--- src/rtl/bcd_to_bin_seq_if.sv ---
// Handshake bundle for bcd_to_bin_seq: start/bcd request side, busy/done/binary/err result side.
interface bcd_to_bin_seq_if #(
    parameter int DIGITS = 4,
    parameter int BIN_W  = 14
);
    logic                  start;
    logic [4*DIGITS-1:0]   bcd;
    logic                  busy;
    logic                  done;
    logic [BIN_W-1:0]      binary;
    logic                  err;

    modport master (output start, bcd, input busy, done, binary, err);
    modport slave  (input start, bcd, output busy, done, binary, err);
endinterface

--- src/rtl/bcd_to_bin_seq.sv ---
// Sequential packed-BCD to binary converter (reverse double-dabble), one bit per clock.
// Optional invalid-digit detection enabled by defining BCD_TO_BIN_CHECK_EN.
module bcd_to_bin_seq #(
    parameter int DIGITS = 4,
    parameter int BIN_W  = 14
) (
    input  logic            clk,
    input  logic            reset,
    bcd_to_bin_seq_if.slave bus
);
    localparam int BCD_W = 4 * DIGITS;
    localparam int SR_W  = BCD_W + BIN_W;
    localparam int CNT_W = $clog2(BIN_W + 1);
    localparam logic [CNT_W-1:0] CNT_LAST = CNT_W'(BIN_W - 1);

    typedef enum logic [1:0] {
        ST_IDLE  = 2'd0,
        ST_SHIFT = 2'd1,
        ST_DONE  = 2'd2
    } state_t;

    state_t            state_q, state_d;
    logic [SR_W-1:0]   sr_q, sr_d;
    logic [CNT_W-1:0]  cnt_q, cnt_d;
    logic [BIN_W-1:0]  binary_q, binary_d;
    logic              busy_q, busy_d;
    logic              done_q, done_d;
    logic              err_q, err_d;
    logic              pend_q, pend_d;
    logic              bad_digit_s;

    // Shift right one bit, then pull every digit field that reached 8 or more back down by 3.
    function automatic logic [SR_W-1:0] shift_step(input logic [SR_W-1:0] sr);
        logic [SR_W-1:0] t;
        t = sr >> 1;
        for (int d = 0; d < DIGITS; d++) begin
            t[BIN_W + 4*d +: 4] = t[BIN_W + 4*d + 3] ? (t[BIN_W + 4*d +: 4] - 4'd3)
                                                      : t[BIN_W + 4*d +: 4];
        end
        return t;
    endfunction

`ifdef BCD_TO_BIN_CHECK_EN
    function automatic logic has_bad_digit(input logic [BCD_W-1:0] v);
        logic bad;
        bad = 1'b0;
        for (int d = 0; d < DIGITS; d++) begin
            bad = bad | (v[4*d +: 4] > 4'd9);
        end
        return bad;
    endfunction

    assign bad_digit_s = has_bad_digit(bus.bcd);
`else
    assign bad_digit_s = 1'b0;
`endif

    // Next-state and output decode for the IDLE -> SHIFT -> DONE sequence.
    always_comb begin
        state_d  = state_q;
        sr_d     = sr_q;
        cnt_d    = cnt_q;
        binary_d = binary_q;
        err_d    = err_q;
        pend_d   = pend_q;
        done_d   = 1'b0;
        case (state_q)
            ST_IDLE: begin
                if (bus.start) begin
                    sr_d    = {bus.bcd, {BIN_W{1'b0}}};
                    cnt_d   = '0;
                    pend_d  = bad_digit_s;
                    state_d = ST_SHIFT;
                end else begin
                    state_d = ST_IDLE;
                end
            end
            ST_SHIFT: begin
                sr_d  = shift_step(sr_q);
                cnt_d = cnt_q + CNT_W'(1);
                if (cnt_q == CNT_LAST) begin
                    state_d = ST_DONE;
                end else begin
                    state_d = ST_SHIFT;
                end
            end
            ST_DONE: begin
                // A flagged operand reports zero rather than a meaningless conversion.
                binary_d = pend_q ? {BIN_W{1'b0}} : sr_q[BIN_W-1:0];
                err_d    = pend_q;
                done_d   = 1'b1;
                state_d  = ST_IDLE;
            end
            default: begin
                state_d = ST_IDLE;
            end
        endcase
        busy_d = (state_d != ST_IDLE);
    end

    // State and output registers with synchronous reset.
    always_ff @(posedge clk) begin
        if (reset) begin
            state_q  <= ST_IDLE;
            sr_q     <= '0;
            cnt_q    <= '0;
            binary_q <= '0;
            busy_q   <= 1'b0;
            done_q   <= 1'b0;
            err_q    <= 1'b0;
            pend_q   <= 1'b0;
        end else begin
            state_q  <= state_d;
            sr_q     <= sr_d;
            cnt_q    <= cnt_d;
            binary_q <= binary_d;
            busy_q   <= busy_d;
            done_q   <= done_d;
            err_q    <= err_d;
            pend_q   <= pend_d;
        end
    end

    assign bus.busy   = busy_q;
    assign bus.done   = done_q;
    assign bus.binary = binary_q;
    assign bus.err    = err_q;
endmodule
--- src/flat_wrapper.sv ---
// flat-port wrapper written by rule: the top's interface ports become plain ports
module bcd_to_bin_seq_flat 
#(
    parameter int DIGITS = 4,
    parameter int BIN_W  = 14
)
  (clk, reset, bus_start, bus_bcd, bus_busy, bus_done, bus_binary, bus_err);
  bcd_to_bin_seq_if #(.DIGITS(DIGITS), .BIN_W(BIN_W)) bus_i ();
  input  logic clk;
  input  logic reset;
  input wire logic [$bits(bus_i.start)-1:0] bus_start;
  input wire logic [$bits(bus_i.bcd)-1:0] bus_bcd;
  output wire logic [$bits(bus_i.busy)-1:0] bus_busy;
  output wire logic [$bits(bus_i.done)-1:0] bus_done;
  output wire logic [$bits(bus_i.binary)-1:0] bus_binary;
  output wire logic [$bits(bus_i.err)-1:0] bus_err;
  assign bus_i.start = bus_start;
  assign bus_i.bcd = bus_bcd;
  assign bus_busy = bus_i.busy;
  assign bus_done = bus_i.done;
  assign bus_binary = bus_i.binary;
  assign bus_err = bus_i.err;
  bcd_to_bin_seq #(.DIGITS(DIGITS), .BIN_W(BIN_W)) u_core (.clk(clk), .reset(reset), .bus(bus_i));
endmodule
--- config.mk ---
export PLATFORM = sky130hd
export DESIGN_NAME = bcd_to_bin_seq_flat
export DESIGN_NICKNAME = d
export VERILOG_FILES = /design/src/rtl/bcd_to_bin_seq_if.sv /design/src/rtl/bcd_to_bin_seq.sv /design/src/flat_wrapper.sv
export SDC_FILE = /design/constraint.sdc
export NUM_CORES = 1
export LEC_CHECK = 0
export ABC_AREA = 1
export CORE_MARGIN = 1.5
export CORE_UTILIZATION = 65
export CTS_CLUSTER_DIAMETER = 40
export DETAILED_ROUTE_END_ITERATION = 7
export DONT_BUFFER_PORTS = 1
export GPL_ROUTABILITY_DRIVEN = 0
export PLACE_DENSITY_LB_ADDON = 0.12
export SETUP_SLACK_MARGIN = 0.15
export SYNTH_ARGS = -nofsm -noshare
export SYNTH_HDL_FRONTEND = slang
export SYNTH_SLANG_ARGS = --single-unit
--- constraint.sdc ---
create_clock -name clk -period 2.93 [get_ports clk]
set_input_delay 0.1465 -clock clk [delete_from_list [all_inputs] [get_ports clk]]
set_output_delay 0.1465 -clock clk [all_outputs]
set_load 0.03 [all_outputs]
== After elaboration in Yosys (flattened, before gate mapping) ==
Cells that the tools add are included.
Word-level totals
  register bits after elaboration: 52
  bits of input ports: 19
  output and inout port bits: 17
  logic and storage cells: 29
  memories: 0
  latch bits: 0
  ROM bits: 0
  memory bits (writable): 0
Operators by class
  reductions and logical operators: 4
  shift-type cells: 0
  mux-type cells: 11
  add/sub/neg operators: 4
  bitwise logic cells: 0
  multiply operators: 0
  order comparisons: 0
  equal/unequal tests: 4
  divide/modulo/power cells: 0
Operator list (count)
  $pmux 30 s2: 1
  $mux 30: 1
  $mux 4: 4
  $sub 4x2->4 const B: 3
  $pmux 4 s2: 1
  $add 4x1->4 const B: 1
  $eq 4x4->1 const B: 1
  $pmux 2 s2: 1
  $reduce_bool 2->1: 2
  $eq 2x1->1 const B: 1
  $eq 2x2->1 const B: 1
  $logic_not 2->1: 1
  $mux 1: 2
  $mux 2: 1
  $ne 2x2->1 const B: 1
  $reduce_and 2->1: 1

== Logic depth before layout (Yosys ltp) ==
Gate-level depths: netlist of run 1.
  depth after elaboration: 4
  mapped depth: 8
  mapped depth without buffers: 8

== Least setup slack after synthesis of run 1 ==
No wires, ideal clock.
  kind: flip-flop to flip-flop
  start: register u_core.state_q[0]
  end: register u_core.sr_q[17]
  cell stages (with the launch flop): 6
  data arrival time: 0.968 ns
  buffers on the path: 1
  setup slack: 1.847 ns
  period minus slack after synthesis: 1.083 ns
  setup time: 0.115 ns
  data required time: 2.815 ns
  path through: dfxtp_1 > o21ai_2 > buf_6 > a21oi_1 > o21ai_0 > inv_1
Between the ends
  word-level cells in the longest chain between the ends: 3
  elaborated cells between the ends (all ways): 6
  classes of those cells: 2 x eq/ne; 1 x mux; 3 x reduce/logical
Ends and longest elaborated chain
  start: declaration: RTL line bcd_to_bin_seq.sv:22  | state_t state_q, state_d;
  start signal: assignment: RTL line bcd_to_bin_seq.sv:113  | state_q <= state_d;
  $eq 2x1->1 or $logic_not 2->1 (tied branches): RTL line bcd_to_bin_seq.sv:67  | case (state_q)
  $reduce_bool 2->1 (no source line) or $ne 2x2->1 (tied branches)
  $reduce_and 2->1 (no source line)
  end signal: assignment: RTL line bcd_to_bin_seq.sv:114  | sr_q <= sr_d;
  end: declaration: RTL line bcd_to_bin_seq.sv:23  | logic [SR_W-1:0] sr_q, sr_d;
Several ways; a longest one is shown, not always the timed one.
A chain may end at the register's enable or synchronous reset.

== Worst setup path in the final report of run 1 ==
  start: register u_core.state_q[0]
  end: register u_core.sr_q[25]
Same word-level chain as after synthesis.

==> metrics.yaml, run 1 <==
status: "finished with violations"
violations: "negative hold slack"
wl_per_cell_um: 12.7
crit_family: "compound AO/OA/AOI/OAI gates"
coreArea_mm2: 0.00313
dp.cells: 319
clk_latency_ns: 0.36
syn_inst: 287
io_pins: 36
wirelength_um: 4250
syn-num-nets: 311
max_stage_delay_ns: 0.52
cap_viol_max_count: 0
numCtsBuffers: 5
grt_overflow: 0
setup_viol: 0
grt_pass1_wl_um: 6820
nNetsFinal: 316
ys_types: 25
clkSinkCount: 52
clockRootBuffer: "clkbuf_4"
postCtsHoldBufs: 10
drt_iter0_drc: 187
fp.dieW_um: 60.9
hold_slack_ns: -0.00254
hold_path_class: "primary input to flip-flop"
die-area_mm2: 0.00371
htreeDepth: 2
yosys.area.top_type: "dfxtp_1"
grt_pass1_vias: 1494
fin_crit_sh_pct: 53.9
hold_viol: 1
grt_start_max_net_pins: 26
path_clk_slew_ns: 0.14
synth_area_leaders: "dfxtp_1 (48%), o21ai_0 (10%), nand2_1 (6.9%)"
tightestPinTransition_ns: 0.612
synth_edf_count: 0
synthMostInstantiatedCell: "dfxtp_1"
startpoint_type: "flip-flop"
cp_max_fo: 20
path_cells: "o21ai_2 -> buf_4 -> a21oi_1 -> o21ai_0 -> inv_1"
dp_hpwl_um: 2690
vias_per_cell: 5.42
avgSynthCellArea_um2: 7.59
syn-cell-area_mm2: 0.00218
setup-tns-final_ns: 0
powerDensity_mw_per_mm2: 513
vdd_drop_max_mv: 0.433
vias: 1822
crit_required_ns: 3.21
cts_buffer_depth: 2
route.detailed.drc: 0
synth_common_cells: "dfxtp_1 (52), o21ai_0 (45), nand2_1 (40)"
fillers: 261
yosysWarnings: 0
cts_resized: 0
maxSlewViolCount: 0
die_h_um: 60.9
rows: 20
arrival_ns: 1.86
synth_seq_cells: 52
stdcell_count: 336
worstSetupPathType: "flip-flop to flip-flop"
numPortBuffers: 0
syn2layout_area_growth_pct: 5.92
first_pass_iters: 5
netlist.area_leader.share_pct: 47.8
clock-skew-final_ns: 0.00483
drtAntennaViolNets: 0
synth-async-reset-ratio_pct: 0
crit_buf_inv: 2
slew_headroom_pct: 59.2
post-route-min-period_ns: 1.58
post_cts_buffers: 0
rsz0062_at_grt: "false"
critical-path-slowest-cell: "o21ai_2"
cts_tree: "done"
antenna_found_initial: 0
antenna_cells: 0
synthFlopType: "dfxtp_1"
drive_gt1_share_pct: 5.82
endpoint_kind: "flip-flop"
grt.total_usage_pct: 25.5
timing.fmax_mhz: 634
synth-seq-area-share_pct: 47.8
cellLeakagePower_nw: 0.921
initial_core_util_pct: 69.6
-- cells by family after synthesis --
group           synth area share, %
simple gates                   20.4
compound gates                 18.6
flops                          47.8
buf+inv                        9.71
fa+ha+maj                      2.87
xor+xnor                      0.402
other cells                   0.172
-- per-stage QoR --
step           total power, mW  util [%]  cell area (µm²)  worst slack, ns
2_1_floorplan            0.862         -             2180             1.85
3_3_place_gp             0.875      68.9             2160             1.42
3_5_place_dp             0.878      68.9             2160             1.35
4_1_cts                   1.18      73.7             2310             1.36
5_1_grt                   1.24      73.7             2310             1.23
6_report                  1.18      73.7             2310             1.35
-- path summary, 6_finish.rpt --
check	startpoint	endpoint	depth (start not counted)	slack [ns]
setup / recovery	u_core.state_q[0]	u_core.sr_q[25]	5	1.35
hold / removal	bus_bcd[2]	u_core.sr_q[16]	4	-0.003
setup reg to reg	u_core.state_q[0]	u_core.sr_q[25]	5	1.35
hold reg to reg	u_core.sr_q[3]	u_core.bus.binary[3]	2	0.47
-- worst min-delay path, cell delays in order --
cell and delay, ns:
nand2_1 0.03, nand2_1 0.05, nor2_1 0.04, nor2_1 0.07
-- cell usage in the layout, fill, tap and decap left out, drive strengths merged --
cell	instances
nand3	23
inv	32
or2	3
clkinvlp	1
nor2	35
o21a	1
nand2	41
dlygate4sd3	10
clkinv	1
buf	2
o21ai	46
a22oi	3
conb	1
xnor2	1
clkbuf	5
ha	5
a31oi	1
nor3b	2
dfxtp	52
a21oi	27
-- area by class of cell --
class	instances	area (µm²)	share of cell area (%)
Sequential cell	52	1040	45.1
Timing Repair Buffer	12	115	4.99
Multi-Input combinational cell	189	925	40.1
Inverter	32	120	5.21
Clock buffer	5	37.5	1.63
Clock inverter	2	12.5	0.543
Tap cell	44	55.1	2.39
-- flip-flops by register name (all words and copies together), names as in the netlist --
register / cells
u_core.sr_q: 30
u_core.bus.binary: 14
u_core.cnt_q: 4
u_core.state_q: 2
u_core.bus.busy: 1
u_core.bus.done: 1
-- report_power, final --
part	internal (mW)	total (mW)	switching, mW
Sequential	0.730	0.755	0.0249
Clock	0.0880	0.305	0.217
Combinational	0.0475	0.123	0.0753
-- routing by layer --
layer	global-route usage, %	share of wire, %	vias up
met3	9.17	6.7	5
li1	-	-	943
met2	37.9	44	50
met1	34.9	49	824
met4	7.76	1.0	0
met5	0	0	-
Power figures use the tool's default switching activity.
==> run 2: changes to the inputs <==
--- a/config.mk
+++ b/config.mk
@@ -7,7 +7,7 @@
 export LEC_CHECK = 0
 export ABC_AREA = 1
 export CORE_MARGIN = 1.5
-export CORE_UTILIZATION = 65
+export CORE_UTILIZATION = 55
 export CTS_CLUSTER_DIAMETER = 40
 export DETAILED_ROUTE_END_ITERATION = 7
 export DONT_BUFFER_PORTS = 1
==> constraint.sdc (replaced) <==
create_clock -name clk -period 1.3 [get_ports clk]
set_input_delay 0.065 -clock clk [delete_from_list [all_inputs] [get_ports clk]]
set_output_delay 0.065 -clock clk [all_outputs]
set_load 0.03 [all_outputs]
==> metrics.yaml, run 2 (synthesis gave the netlist of run 1 again) <==
vias: 1902  # +4.4%
clkSinkCount: 52  # unchanged
syn2layout_area_growth_pct: 21.0
wirelength_um: 4580  # +7.8%
wl_per_cell_um: 12.5  # -1.0%
cap_viol_max_count: 0  # unchanged
timing.fmax_mhz: 896  # +41%
drt_iter0_drc: 131  # -30%
numPortBuffers: 0  # unchanged
vias_per_cell: 5.20  # -4.2%
rsz0062_at_grt: "true"
largest-register: "u_core.sr_q"
worstSetupPathType: "flip-flop to flip-flop"
numCtsBuffers: 5  # unchanged
antenna_found_initial: 0  # unchanged
first_pass_iters: 4  # -1
fillers: 311  # +19%
cellLeakagePower_nw: 1.09  # +19%
coreArea_mm2: 0.00374  # +20%
fin_crit_sh_pct: 85.9  # +32 points
clockRootBuffer: "clkbuf_8"
dp_hpwl_um: 2960  # +9.8%
hold_viol: 0  # -1
hold_path_class: "primary input to flip-flop"
grt_overflow: 0  # unchanged
path_clk_slew_ns: 0.09  # -0.05 ns
fp.dieW_um: 65.9  # +8.3%
stdcell_area_mm2: 0.00264  # +14%
placed_area_mm2: 0.00235  # +9.1%
grt_pass1_vias: 1715  # +15%
die-area_mm2: 0.00434  # +17%
rows: 22  # +10%
min_from: "bus_bcd[12]"
reg2reg_from: "u_core.state_q[1]"
crit_start: "u_core.state_q[1]"
arrival_ns: 1.32  # -0.54 ns
cts_tree: "done"
crit_required_ns: 1.50  # -1.71 ns
startpoint_type: "flip-flop"
die_h_um: 65.9  # +8.3%
setup_viol: 0  # unchanged
largest_reg_flops: 30  # unchanged
nNetsFinal: 342  # +8.2%
cts_buffer_depth: 2  # unchanged
clock-skew-final_ns: 0.00455  # -0.000275 ns
endpoint_kind: "flip-flop"
drive_gt1_share_pct: 16.4  # +11 points
antenna_cells: 0  # unchanged
io_pins: 36  # unchanged
mostFrequentLayoutCells: "dfxtp_1 (45), nand2_1 (39), o21ai_0 (35)"
htreeDepth: 2  # unchanged
setup-tns-final_ns: 0  # unchanged
clk_latency_ns: 0.30  # -0.06 ns
maxSlewViolCount: 0  # unchanged
cp_max_fo: 9  # -55%
final_common_cell: "dfxtp_1"
powerDensity_mw_per_mm2: 1100  # +120%
grt.total_usage_pct: 22.6  # -2.9 points
route.detailed.drc: 0  # unchanged
totalPowerFinal_mw: 2.91  # +150%
post-route-min-period_ns: 1.12  # -0.462 ns
grt_start_max_net_pins: 28  # +7.7%
vdd_drop_max_mv: 0.639  # +47%
initial_core_util_pct: 58.2  # -11 points
status: "finished, final reports clean"
grt_pass1_wl_um: 7540  # +11%
drtAntennaViolNets: 0  # unchanged
[run 2: final timing paths]
kind	slack, ns	to	cells after the start
setup / recovery	0.18	u_core.sr_q[25]	7
hold / removal	0.009	u_core.sr_q[26]	4
setup reg to reg	0.18	u_core.sr_q[25]	7
hold reg to reg	0.47	u_core.bus.binary[9]	2
[run 2: report_power, final]
group / switching (mW) / internal, mW / total [mW]
sequential: 0.0575 / 1.64 / 1.70
clock: 0.502 / 0.367 / 0.869
combinational: 0.182 / 0.156 / 0.337
total: 0.741 / 2.17 / 2.91
[run 2: stage by stage]
stage          hold slack (ns)  cells  util, %  setup WS, ns
2_1_floorplan            0.149    287        -         0.217
3_3_place_gp             0.138    345     62.8        0.0203
3_5_place_dp             0.138    345     62.8        0.0116
4_1_cts                0.00355    364     68.5         0.140
5_1_grt                 0.0276    366     70.4         0.138
6_report               0.00907    366     70.4         0.184
[run 2: metal layers]
metal,GRT usage (%),up-vias,routed length [µm]
met1,27.4,869,2160
met5,0,-,0
met4,7.81,0,60
met2,38.9,37,2180
met3,5.62,6,186
li1,-,990,-
[run 2: worst max-delay path, cell delays in order (launching register included)]
cell and delay [ns]:
dfxtp_4 0.38, inv_4 0.08, nand2_1 0.08, buf_4 0.17, o21ai_0 0.14, nor2_1 0.06, o21ai_0 0.07, inv_1 0.05
[run 2: cell type report]
cell class | instances | area (µm²) | area share [%]
sequential | 52 | 1050 | 40.0
multi-input combinational | 189 | 951 | 36.1
timing repair buffer | 37 | 357 | 13.5
inverter | 32 | 130 | 4.94
clock buffer | 6 | 72.6 | 2.75
tap | 48 | 60.1 | 2.28
clock inverter | 1 | 5.00 | 0.190
timing repair inverter | 1 | 5.00 | 0.190
[run 2: what timing repair did]
action                                 in CTS  in global routing
endpoints found under the hold margin      20                  0
hold buffers                               12                  0
pin swaps                                   0                  3
buffers inserted                            0                  1
gates cloned                                0                  1
gates resized for setup                     5                 29
setup endpoints to repair                  23                 37
